===== config.mk =====
export PLATFORM = sky130hd
export DESIGN_NAME = lsu_mem_ctrl
export DESIGN_NICKNAME = d
export VERILOG_FILES = /design/src/rtl/lsu_mem_ctrl.sv
export SDC_FILE = /design/constraint.sdc
export NUM_CORES = 1
export LEC_CHECK = 0
export ABC_CLOCK_PERIOD_IN_PS = 2850
export CAP_MARGIN = 30
export CORE_MARGIN = 8
export CORE_UTILIZATION = 65
export DETAILED_ROUTE_END_ITERATION = 6
export DONT_BUFFER_PORTS = 1
export HOLD_SLACK_MARGIN = 0.02
export PLACE_DENSITY = 0.81
export SLEW_MARGIN = 20
export SYNTH_ARGS = -nofsm -noshare
export SYNTH_HDL_FRONTEND = slang
export SYNTH_SLANG_ARGS = --single-unit

===== constraint.sdc =====
create_clock -name clk -period 2.85 [get_ports clk]
set_input_delay 0.4275 -clock clk [delete_from_list [all_inputs] [get_ports clk]]
set_output_delay 0.4275 -clock clk [all_outputs]
set_load 0.02 [all_outputs]

===== src/rtl/lsu_mem_ctrl.sv =====
// Load/store initiator between the memory stage and a word-organised data memory.
// Sub-word stores are done as read-modify-write; loads are byte-lane selected and extended.
module lsu_mem_ctrl #(
  parameter int ADDRESS_WIDTH = 32,
  parameter int DATA_WIDTH    = 32
) (
  input  logic                     clk,
  input  logic                     rst,
  input  logic                     req_valid,
  output logic                     req_ready,
  input  logic                     req_we,
  input  logic [2:0]               req_funct3,
  input  logic [31:0]              req_addr,
  input  logic [31:0]              req_wdata,
  output logic                     resp_valid,
  output logic [31:0]              resp_rdata,
  output logic                     resp_err,
  output logic                     mem_wr_en,
  output logic [ADDRESS_WIDTH-1:0] mem_addr,
  output logic [DATA_WIDTH-1:0]    mem_wd,
  input  logic [DATA_WIDTH-1:0]    mem_rd
);

  typedef enum logic [2:0] {
    IDLE = 3'd0,
    RD   = 3'd1,
    RDW  = 3'd2,
    WR   = 3'd3,
    RESP = 3'd4
  } state_t;

  state_t                  state_q, state_d;
  logic                    we_q, we_d;
  logic [2:0]              funct3_q, funct3_d;
  logic [31:0]             addr_q, addr_d;
  logic [15:0]             wdata_lo_q, wdata_lo_d;
  logic [DATA_WIDTH-1:0]   wbuf_q, wbuf_d;
  logic [31:0]             rdata_q, rdata_d;
  logic                    err_q, err_d;

  logic                    req_bad;
  logic [7:0]              byte_sel;
  logic [15:0]             half_sel;

  // Request legality check on the live request inputs
  always_comb begin
    req_bad = 1'b0;
    unique case (req_funct3)
      3'b000:  req_bad = 1'b0;
      3'b001:  req_bad = req_addr[0];
      3'b010:  req_bad = (req_addr[1:0] != 2'b00);
      3'b100:  req_bad = req_we;
      3'b101:  req_bad = req_we | req_addr[0];
      default: req_bad = 1'b1;
    endcase
  end

  // Byte and halfword lane selection from the memory read word
  always_comb begin
    byte_sel = '0;
    unique case (addr_q[1:0])
      2'd0: byte_sel = mem_rd[7:0];
      2'd1: byte_sel = mem_rd[15:8];
      2'd2: byte_sel = mem_rd[23:16];
      2'd3: byte_sel = mem_rd[31:24];
      default: byte_sel = '0;
    endcase
    half_sel = addr_q[1] ? mem_rd[31:16] : mem_rd[15:0];
  end

  // Next-state and latched-register update
  always_comb begin
    state_d    = state_q;
    we_d       = we_q;
    funct3_d   = funct3_q;
    addr_d     = addr_q;
    wdata_lo_d = wdata_lo_q;
    wbuf_d     = wbuf_q;
    rdata_d    = rdata_q;
    err_d      = err_q;
    unique case (state_q)
      IDLE: begin
        if (req_valid) begin
          we_d       = req_we;
          funct3_d   = req_funct3;
          addr_d     = req_addr;
          wdata_lo_d = req_wdata[15:0];
          if (req_bad) begin
            // Response fields are only replaced when a response is formed
            err_d   = 1'b1;
            rdata_d = '0;
            state_d = RESP;
          end else if (req_we && (req_funct3 == 3'b010)) begin
            wbuf_d  = req_wdata;
            state_d = WR;
          end else begin
            state_d = RD;
          end
        end
      end
      RD: state_d = RDW;
      RDW: begin
        if (we_q) begin
          wbuf_d = mem_rd;
          if (funct3_q[1:0] == 2'b00) begin
            unique case (addr_q[1:0])
              2'd0: wbuf_d[7:0]   = wdata_lo_q[7:0];
              2'd1: wbuf_d[15:8]  = wdata_lo_q[7:0];
              2'd2: wbuf_d[23:16] = wdata_lo_q[7:0];
              2'd3: wbuf_d[31:24] = wdata_lo_q[7:0];
              default: wbuf_d = mem_rd;
            endcase
          end else if (addr_q[1]) begin
            wbuf_d[31:16] = wdata_lo_q;
          end else begin
            wbuf_d[15:0] = wdata_lo_q;
          end
          state_d = WR;
        end else begin
          unique case (funct3_q)
            3'b000:  rdata_d = {{24{byte_sel[7]}}, byte_sel};
            3'b100:  rdata_d = {24'h0, byte_sel};
            3'b001:  rdata_d = {{16{half_sel[15]}}, half_sel};
            3'b101:  rdata_d = {16'h0, half_sel};
            default: rdata_d = mem_rd;
          endcase
          err_d   = 1'b0;
          state_d = RESP;
        end
      end
      WR: begin
        rdata_d = '0;
        err_d   = 1'b0;
        state_d = RESP;
      end
      RESP: state_d = IDLE;
      default: state_d = IDLE;
    endcase
  end

  // State and latch registers with synchronous reset
  always_ff @(posedge clk) begin
    if (rst) begin
      state_q    <= IDLE;
      we_q       <= 1'b0;
      funct3_q   <= '0;
      addr_q     <= '0;
      wdata_lo_q <= '0;
      wbuf_q     <= '0;
      rdata_q    <= '0;
      err_q      <= 1'b0;
    end else begin
      state_q    <= state_d;
      we_q       <= we_d;
      funct3_q   <= funct3_d;
      addr_q     <= addr_d;
      wdata_lo_q <= wdata_lo_d;
      wbuf_q     <= wbuf_d;
      rdata_q    <= rdata_d;
      err_q      <= err_d;
    end
  end

  // Moore outputs decoded from state and latched registers
  always_comb begin
    req_ready  = (state_q == IDLE);
    resp_valid = (state_q == RESP);
    resp_err   = err_q;
    resp_rdata = rdata_q;
    mem_wr_en  = (state_q == WR);
    mem_wd     = (state_q == WR) ? wbuf_q : '0;
  end

  // Word address fitted to ADDRESS_WIDTH by zero-extension or truncation
  if (ADDRESS_WIDTH > 30) begin : g_addr_ext
    assign mem_addr = {{(ADDRESS_WIDTH-30){1'b0}}, addr_q[31:2]};
  end else begin : g_addr_trunc
    assign mem_addr = addr_q[ADDRESS_WIDTH+1:2];
  end

endmodule


Word-level counts from Yosys, hierarchy flattened
Cells that the tools add are included.

word-level totals
  flip-flop bits (word level) = 120
  bits of input ports = 103
  output and inout port bits = 100
  logic and storage cells = 71

cells by class
  equality and inequality tests = 20
  muxes and demuxes = 30
  bitwise logic cells = 1
  reduce and logical (&&, ||, !) cells = 12

operators with widths
  kind                  count
  $mux W32              9
  $pmux W32 S4          1
  $pmux W32 S3          1
  $pmux W32 S2          1
  $mux W16              3
  $mux W8               4
  $pmux W8 S4           1
  $eq A3 B3 Y1 const B  5
  $pmux W3 S4           1
  $eq A3 B1 Y1 const B  3
  $eq A3 B2 Y1 const B  3
  $logic_not A3 Y1      3
  $mux W3               3
  $ne A2 B2 Y1 const B  4
  $pmux W1 S5           1
  $reduce_and A5 Y1     1
  $eq A2 B2 Y1 const B  2
  $logic_not A2 Y1      2
  $ne A2 B1 Y1 const B  2
  $reduce_and A4 Y1     1
  $reduce_bool A2 Y1    2
  $mux W1               3
  $pmux W1 S3           1
  $reduce_bool A3 Y1    1
  5 further kinds       5

Longest topological paths before layout
Gate-level depths: netlist of the first run.

  depth after elaboration = 6
  depth in mapped cells = 7
  gate-level depth less buffers = 4

Worst setup path before layout of the first run
No wires, ideal clock.

  kind = reg-to-output
  start = register state_q[2]
  end = output mem_wd[22]
  arrival = 1.471 ns
  data required time = 2.423 ns
  path slack = 0.952 ns
  stages on the path, launching flop included = 6
  path buffers = 2
  cell sequence = dfxtp_1 > buf_2 > nand2b_1 > nor2_1 > clkbuf_1 > and2_1

on the way
  word-level cells in the longest chain between the ends = 2

RTL lines
  element                 line  text
  from (decl)             32    state_t state_q, state_d;
  from (signal assigned)  153   state_q <= state_d;
  $eq A3 B2 Y1            n/a
  via mem_wr_en           18    output logic mem_wr_en,
  $mux W32                171   mem_wd = (state_q == WR) ? wbuf_q : '0;
  to (decl)               20    output logic [DATA_WIDTH-1:0] mem_wd,

The timed path passes the listed nets, and every way through them passes these cells.

Worst setup path in the final report of the first run
  start = register state_q[0]
  end = output mem_wd[25]

The elaborated chain is that of the path after synthesis.

==> reports/qor.csv, run 1 <==
metric,value,unit
status,"complete, no violations",
"delay-heaviest family, CP",flip-flops,
Post-CTS Resized,0,
total number of vias,5472,
worst-path fanout max,17,
CTS sink count,120,
Slew Limit Fails,0,
Hold Path Cell Cnt,2,
Clock Skew,0.007975,ns
Peak VDD IR,0.3413,mV
Die H,112.2,um
Seq pwr share,42.1,%
Routed met3 length,2.132,mm
actual slew at the worst max-slew pin,0.8571,ns
P_int,0.003228,W
worst path arrival time,1.96,ns
Worst path slowest cell,dfxtp_1,
"Top FF cell, synth",dfxtp_1,
mapped cell area,0.006013,mm^2
Cell Rows,35,
post-route setup TNS,0,ns
DRC violations left,0,
RSZ-0062 raised after global routing,no,
met1 WL,6.603,mm
switching portion of total power,27.81,%
max-cap violations,0,
post-synth cell types,49,
post-synthesis sequential area ratio,39.95,%
Post-Synthesis Cells,753,
clock share of power,46.7,%
largest net degree at the start of global routing,70,
Logic pwr share,11.1,%
DIE WIDTH,112.2,um
critical path depth,4,
yosys warns,0,
GP Congestion,0.9575,
post-layout instance area,0.006441,mm^2
Lkg Pwr,2.220,nW
initial drt markers,524,
mean number of vias per cell,6.665,
Global Route Usage Sum,27.13,%
routed len/inst,21.57,um
Clock Path Buffers,2,
first-pass GRT wire length,27.52,mm
# port buffers,0,
vias in the first global route,5228,
# IOs,203,
CTS Root Cell,clkbuf_8,
H-tree depth,4,
drt pass-1 iters,7,
Synth area leader,dfxtp_1,
mean post-synth cell area,7.986,um^2
pwr/cell area,694.2,mW/mm^2
WP data required,2.42,ns
Synth top area share,39.95,%
initial antenna violation count,0,
DIE AREA,0.01259,mm^2
Switch Pwr,0.001243,W
TritonCTS Buffers,17,
Hold WC Path Type,input pin to flip-flop,
Worst Reg-to-Reg Cells,5,
critical-path cell list,inv_1 -> nor2_2 -> buf_4 -> and2_1,
final hold vios,0,
final setup fails,0,
Area Growth Syn to Fin,7.116,%
fmax,418.4,MHz
HPWL after detailed placement,12.79,mm
fin crit period,2.390,ns
metal2 WL,8.485,mm
#FFs+latches synth,120,
GRT Residual Overflow,0,
Core Box Area,0.009109,mm^2
share of cells above drive strength 1,10.16,%
Clock transition at path regs,0.06,ns
CP peak stage delay,0.59,ns
"Clk Latency, worst-skew pair",0.51,ns
CP Buf/Inv Count,2,
uppermost layer routed,met4,
Starting Density,66.02,%
ANT nets after route,0,
Crit. End Element,output pin,
"EDFF count, synth",0,
synth top area cells,"dfxtp_1, a21oi_1, nand2_1",
Worst Setup Start Kind,flip-flop,
nets,799,
slew margin rel.,42.86,%
Area after DPL,0.005802,mm^2
critical path type,flip-flop to output pin,
"Async S/R FF share, synth",0,%
Final Cycle Share,83.85,%
CTS tree,built,
final wirelength,17.71,mm
-- cells in the final DEF, fill, tap and decap left out, types with 2 or more instances in the layout --
master,n
o211ai_1,3
a21oi_1,120
o21ai_0,54
o22ai_1,7
nor2_2,2
clkbuf_16,16
mux2_2,10
nand3b_1,3
a22o_1,8
mux2i_1,6
nor3_1,2
dlygate4sd3_1,2
nand2_1,135
clkinv_2,2
bufinv_16,2
dfxtp_1,120
a32o_1,18
inv_6,4
o2bb2ai_1,7
nand2b_1,26
a21boi_0,13
conb_1,2
or3_1,4
nor2_1,6
o221ai_1,32
buf_4,17
clkinvlp_4,4
nor2b_1,16
clkbuf_8,3
inv_1,8
and2_1,32
-- final cells by class --
class	instances	area (um^2)
fill	728	2668
inverter	9	33.78
clock inverter	13	143.9
clock buffer	19	441.7
multi-input combinational	528	3103
tap	111	138.9
timing repair buffer	20	175.2
antenna	1	2.502
sequential	120	2402
-- registers in the layout, summed over array words and instances (netlist names) --
| signal | cells |
|---|---|
| we_q | 1 |
| resp_err | 1 |
| addr_q | 32 |
| funct3_q | 3 |
| wdata_lo_q | 16 |
| resp_rdata | 32 |
| wbuf_q | 32 |
| state_q | 3 |
-- logic make-up (layout without fill, tap and decap cells) --
group	after synthesis	in the layout	synth area share (%)
AO/OA/AOI/OAI	270	270	28.11
AND/OR/NAND/NOR	239	239	19.68
flip-flops	120	120	39.95
buffers and inverters	106	61	8.947
multiplexers	17	17	3.246
other	1	3	0.06236
-- through the flow --
stage	instances	worst slack, ns	total power, W	utilization (%)	hold slack, ns
6_report	821	0.4602	0.004471	70.71	0.04631
5_1_grt	820	0.3419	0.004628	70.69	0.02179
4_1_cts	818	0.4559	0.004472	70.43	0.03389
3_5_place_dp	785	0.6532	0.002381	63.70	0.4363
3_3_place_gp	785	0.7366	0.002355	63.70	0.4306
2_1_floorplan	754	0.9516	0.002331	-	0.4273
-- per-layer routing --
| metal | vias up | global-route usage [%] |
|---|---|---|
| met5 | - | 0 |
| met4 | 0 | 11.15 |
| met3 | 47 | 12.83 |
| met2 | 310 | 44.12 |
| met1 | 2596 | 29.94 |
| li1 | 2519 | - |
-- power by group through the flow --
stage | Combinational [W] | Clock (W) | Sequential [W]
after floorplan | 0.000499 | 0 | 0.00183
after global placement | 0.000441 | 0 | 0.00191
after detailed placement | 0.000463 | 0 | 0.00192
after CTS | 0.000484 | 0.00211 | 0.00188
after global routing | 0.000546 | 0.00219 | 0.00189
final | 0.000497 | 0.00209 | 0.00188
-- worst paths after layout --
kind	from	to	slack [ns]
worst max-delay path	state_q[0]$_SDFFE_PP0P_	mem_wd[25]	0.46
worst min-delay path	req_addr[2]	addr_q[2]$_SDFFE_PP0P_	0.05
worst max register to register	addr_q[1]$_SDFFE_PP0P_	resp_rdata[6]$_SDFFE_PP0P_	0.59
worst min register to register	wbuf_q[16]$_SDFFE_PP0P_	wbuf_q[16]$_SDFFE_PP0P_	0.45
-- synthesized netlist by cell type, drive strengths merged (2+ instances only) --
cell type,instances
nor2,8
nand2,135
mux2,10
or3,4
and2,32
inv,8
a22o,8
clkbuf,52
o221ai,32
nor3,3
o211ai,3
nor4,2
a21boi,13
a32o,18
o2bb2ai,7
buf,45
dfxtp,120
o21ai,54
nor2b,16
mux2i,6
nand3b,3
a21oi,121
o22ai,7
nand2b,26
nor3b,2
-- what timing repair did --
action,CTS,global route
setup endpoints to repair,0,0
endpoints found under the hold margin,69,2
setup buffers,0,0
hold buffers,1,2
(Power assumes the default switching activity.)
==> inputs of run 2 (changes only) <==
--- a/config.mk
+++ b/config.mk
@@ -5,14 +5,14 @@
 export SDC_FILE = /design/constraint.sdc
 export NUM_CORES = 1
 export LEC_CHECK = 0
-export ABC_CLOCK_PERIOD_IN_PS = 2850
+export ABC_CLOCK_PERIOD_IN_PS = 2350
 export CAP_MARGIN = 30
 export CORE_MARGIN = 8
-export CORE_UTILIZATION = 65
+export CORE_UTILIZATION = 64
 export DETAILED_ROUTE_END_ITERATION = 6
 export DONT_BUFFER_PORTS = 1
 export HOLD_SLACK_MARGIN = 0.02
-export PLACE_DENSITY = 0.81
+export PLACE_DENSITY = 0.8
 export SLEW_MARGIN = 20
 export SYNTH_ARGS = -nofsm -noshare
 export SYNTH_HDL_FRONTEND = slang
==> constraint.sdc (replaced) <==
create_clock -name clk -period 2.35 [get_ports clk]
set_input_delay 0.3525 -clock clk [delete_from_list [all_inputs] [get_ports clk]]
set_output_delay 0.3525 -clock clk [all_outputs]
set_load 0.02 [all_outputs]
==> reports/qor.csv, run 2 (synthesized netlist as in run 1, its figures left out) <==
metric,value,unit,change
final hold vios,0,,unchanged
Die H,112.9,um,+0.66%
total number of vias,5764,,+5.3%
FF+latch area,0.002405,mm^2,+0.10%
Reg2Reg Capture Point,addr_q[10]$_SDFFE_PP0P_,,
fin crit period,2.234,ns,
Hold Path Origin,mem_rd[0],,
met1 WL,7.211,mm,+9.2%
final wirelength,19.01,mm,+7.4%
Hold Path Sink,resp_rdata[0]$_SDFFE_PP0P_,,
CTS Root Cell,clkbuf_8,,
CTS sink count,120,,unchanged
Lkg Pwr,2.469,nW,+11%
CTS tree,built,,
pwr/cell area,806.2,mW/mm^2,+16%
Crit. End Element,output pin,,
Worst path slowest cell,dfxtp_1,,
area taken by multi-input logic gates,0.003119,mm^2,+0.52%
DIE AREA,0.01275,mm^2,+1.3%
DRC violations left,0,,unchanged
"Clk Latency, worst-skew pair",0.52,ns,about the same
Clock Skew,0.008209,ns,+0.0002340 ns
worst-path fanout max,17,,unchanged
Fill cells,683,,-6.2%
"commonest non-fill, non-tap cell in the layout",nand2_1,,
max-cap violations,0,,unchanged
ANT nets after route,0,,unchanged
share of cells above drive strength 1,11.70,%,+1.5 points
Cell Rows,35,,unchanged
FF-to-FF Start,state_q[2]$_SDFFE_PP0P_,,
worst path arrival time,1.88,ns,-0.08 ns
initial antenna violation count,0,,unchanged
Starting Density,65.39,%,-0.63 points
H-tree depth,4,,unchanged
uppermost layer routed,met4,,
fmax,447.7,MHz,
actual slew at the worst max-slew pin,0.9516,ns,+0.09448 ns
"delay-heaviest family, CP",simple AND/OR/NAND/NOR gates,,
critical-path cell list,nand2b_1 -> nor2_2 -> buf_4 -> and2_1,,
post-route setup TNS,0,ns,unchanged
CP peak stage delay,0.42,ns,-0.17 ns
HPWL after detailed placement,12.83,mm,+0.28%
most frequent cells in the layout,"nand2_1, a21oi_1, dfxtp_1, o21ai_0, dlygate4sd3_1",,
initial drt markers,587,,+12%
metal2 WL,8.721,mm,+2.8%
Clock Path Buffers,2,,unchanged
Global Route Usage Sum,28.73,%,+1.6 points
vias in the first global route,5558,,+6.3%
CP Buf/Inv Count,1,,-1
Peak VDD IR,0.5225,mV,+53%
GP Congestion,0.9461,,-1.2%
critical path type,flip-flop to output pin,,
Clock transition at path regs,0.06,ns,about the same
placed insts,787,,+0.25%
GRT Residual Overflow,0,,unchanged
DIE WIDTH,112.9,um,+0.66%
Routed met3 length,2.296,mm,+7.7%
routed len/inst,21.80,um,+1.1%
Final Total Pwr,0.005647,W,+26%
status,"complete, no violations",,
Core Box Area,0.009196,mm^2,+0.96%
RSZ-0062 raised after global routing,no,,
Hold WC Path Type,input pin to flip-flop,,
post-layout instance area,0.007004,mm^2,+8.7%
ANT cells,0,,-1
first-pass GRT wire length,29.75,mm,+8.1%
Worst Setup Start Kind,flip-flop,,
WP data required,2.00,ns,-0.42 ns
Slew Limit Fails,0,,unchanged
Area after DPL,0.005817,mm^2,+0.26%
slew margin rel.,36.56,%,-6.3 points
largest net degree at the start of global routing,70,,unchanged
mean number of vias per cell,6.610,,-0.82%
Area Growth Syn to Fin,16.48,%,
# port buffers,0,,unchanged
final setup fails,0,,unchanged
drt pass-1 iters,5,,-2
TritonCTS Buffers,17,,unchanged
nets,851,,+6.5%
Final Non-Filler Cells,872,,+6.2%
Hold Path Cell Cnt,2,,unchanged
# IOs,203,,unchanged
Final Cycle Share,95.05,%,
reg-to-reg setup timing slack,0.13,ns,-0.46 ns
Worst Reg-to-Reg Cells,5,,unchanged
-- run 2: worst reg2reg max path, stage by stage, from the launching register on --
cell	delay (ns)
dfxtp_1	0.42
nor4b_4	0.40
buf_4	0.53
nand2_1	0.13
a21oi_1	0.14
dlygate4sd3_1	0.56
-- run 2: area by class of cell --
cell class	count	area share, %
inverters	9	0.4823
clock buffers	20	6.502
clock inverters	12	2.304
flip-flops and latches	120	34.33
well taps	111	1.983
repair buffers	72	9.861
multi-input cells	528	44.53
-- run 2: what timing repair did --
item,in CTS,in global routing
buffers inserted,0,0
hold endpoints to repair,69,0
endpoints found under the setup margin,6,15
hold buffers,53,0
resized for setup,1,14
-- run 2: worst max path at each step --
stage,cells after the start,slack [ns],start,end
after floorplan,5,0.53,state_q[2]$_SDFFE_PP0P_,mem_wd[22]
after global placement,5,0.40,funct3_q[0]$_SDFFE_PP0P_,wbuf_q[7]$_SDFFE_PP0P_
after detailed placement,5,0.29,state_q[0]$_SDFFE_PP0P_,wbuf_q[20]$_SDFFE_PP0P_
after CTS,4,0.08,state_q[2]$_SDFFE_PP0P_,mem_wd[31]
after global routing,4,0.005,state_q[2]$_SDFFE_PP0P_,mem_wd[8]
final,4,0.12,state_q[2]$_SDFFE_PP0P_,mem_wd[8]
-- run 2: per-stage QoR --
stage	hold WS, ns	utilization [%]	setup WS (ns)
finish	0.04242	76.16	0.1162
global route	0.02434	76.16	0.005132
CTS	0.02278	75.93	0.07904
detailed placement	0.4298	63.25	0.2865
global placement	0.4285	63.25	0.3993
floorplan	0.4273	-	0.5266
-- run 2: routing by layer --
metal | global-route usage (%) | vias to the layer above
li1 | - | 2624
met1 | 34.31 | 2665
met2 | 45.29 | 399
met3 | 9.851 | 76
met4 | 14.12 | 0
met5 | 0 | -
-- run 2: power breakdown --
part           switching [W]  internal (W)  leakage, nW
Clock               0.000962       0.00171        0.295
Sequential          0.000159       0.00213        0.977
Combinational       0.000413      0.000271         1.20
Total                0.00153       0.00411         2.47
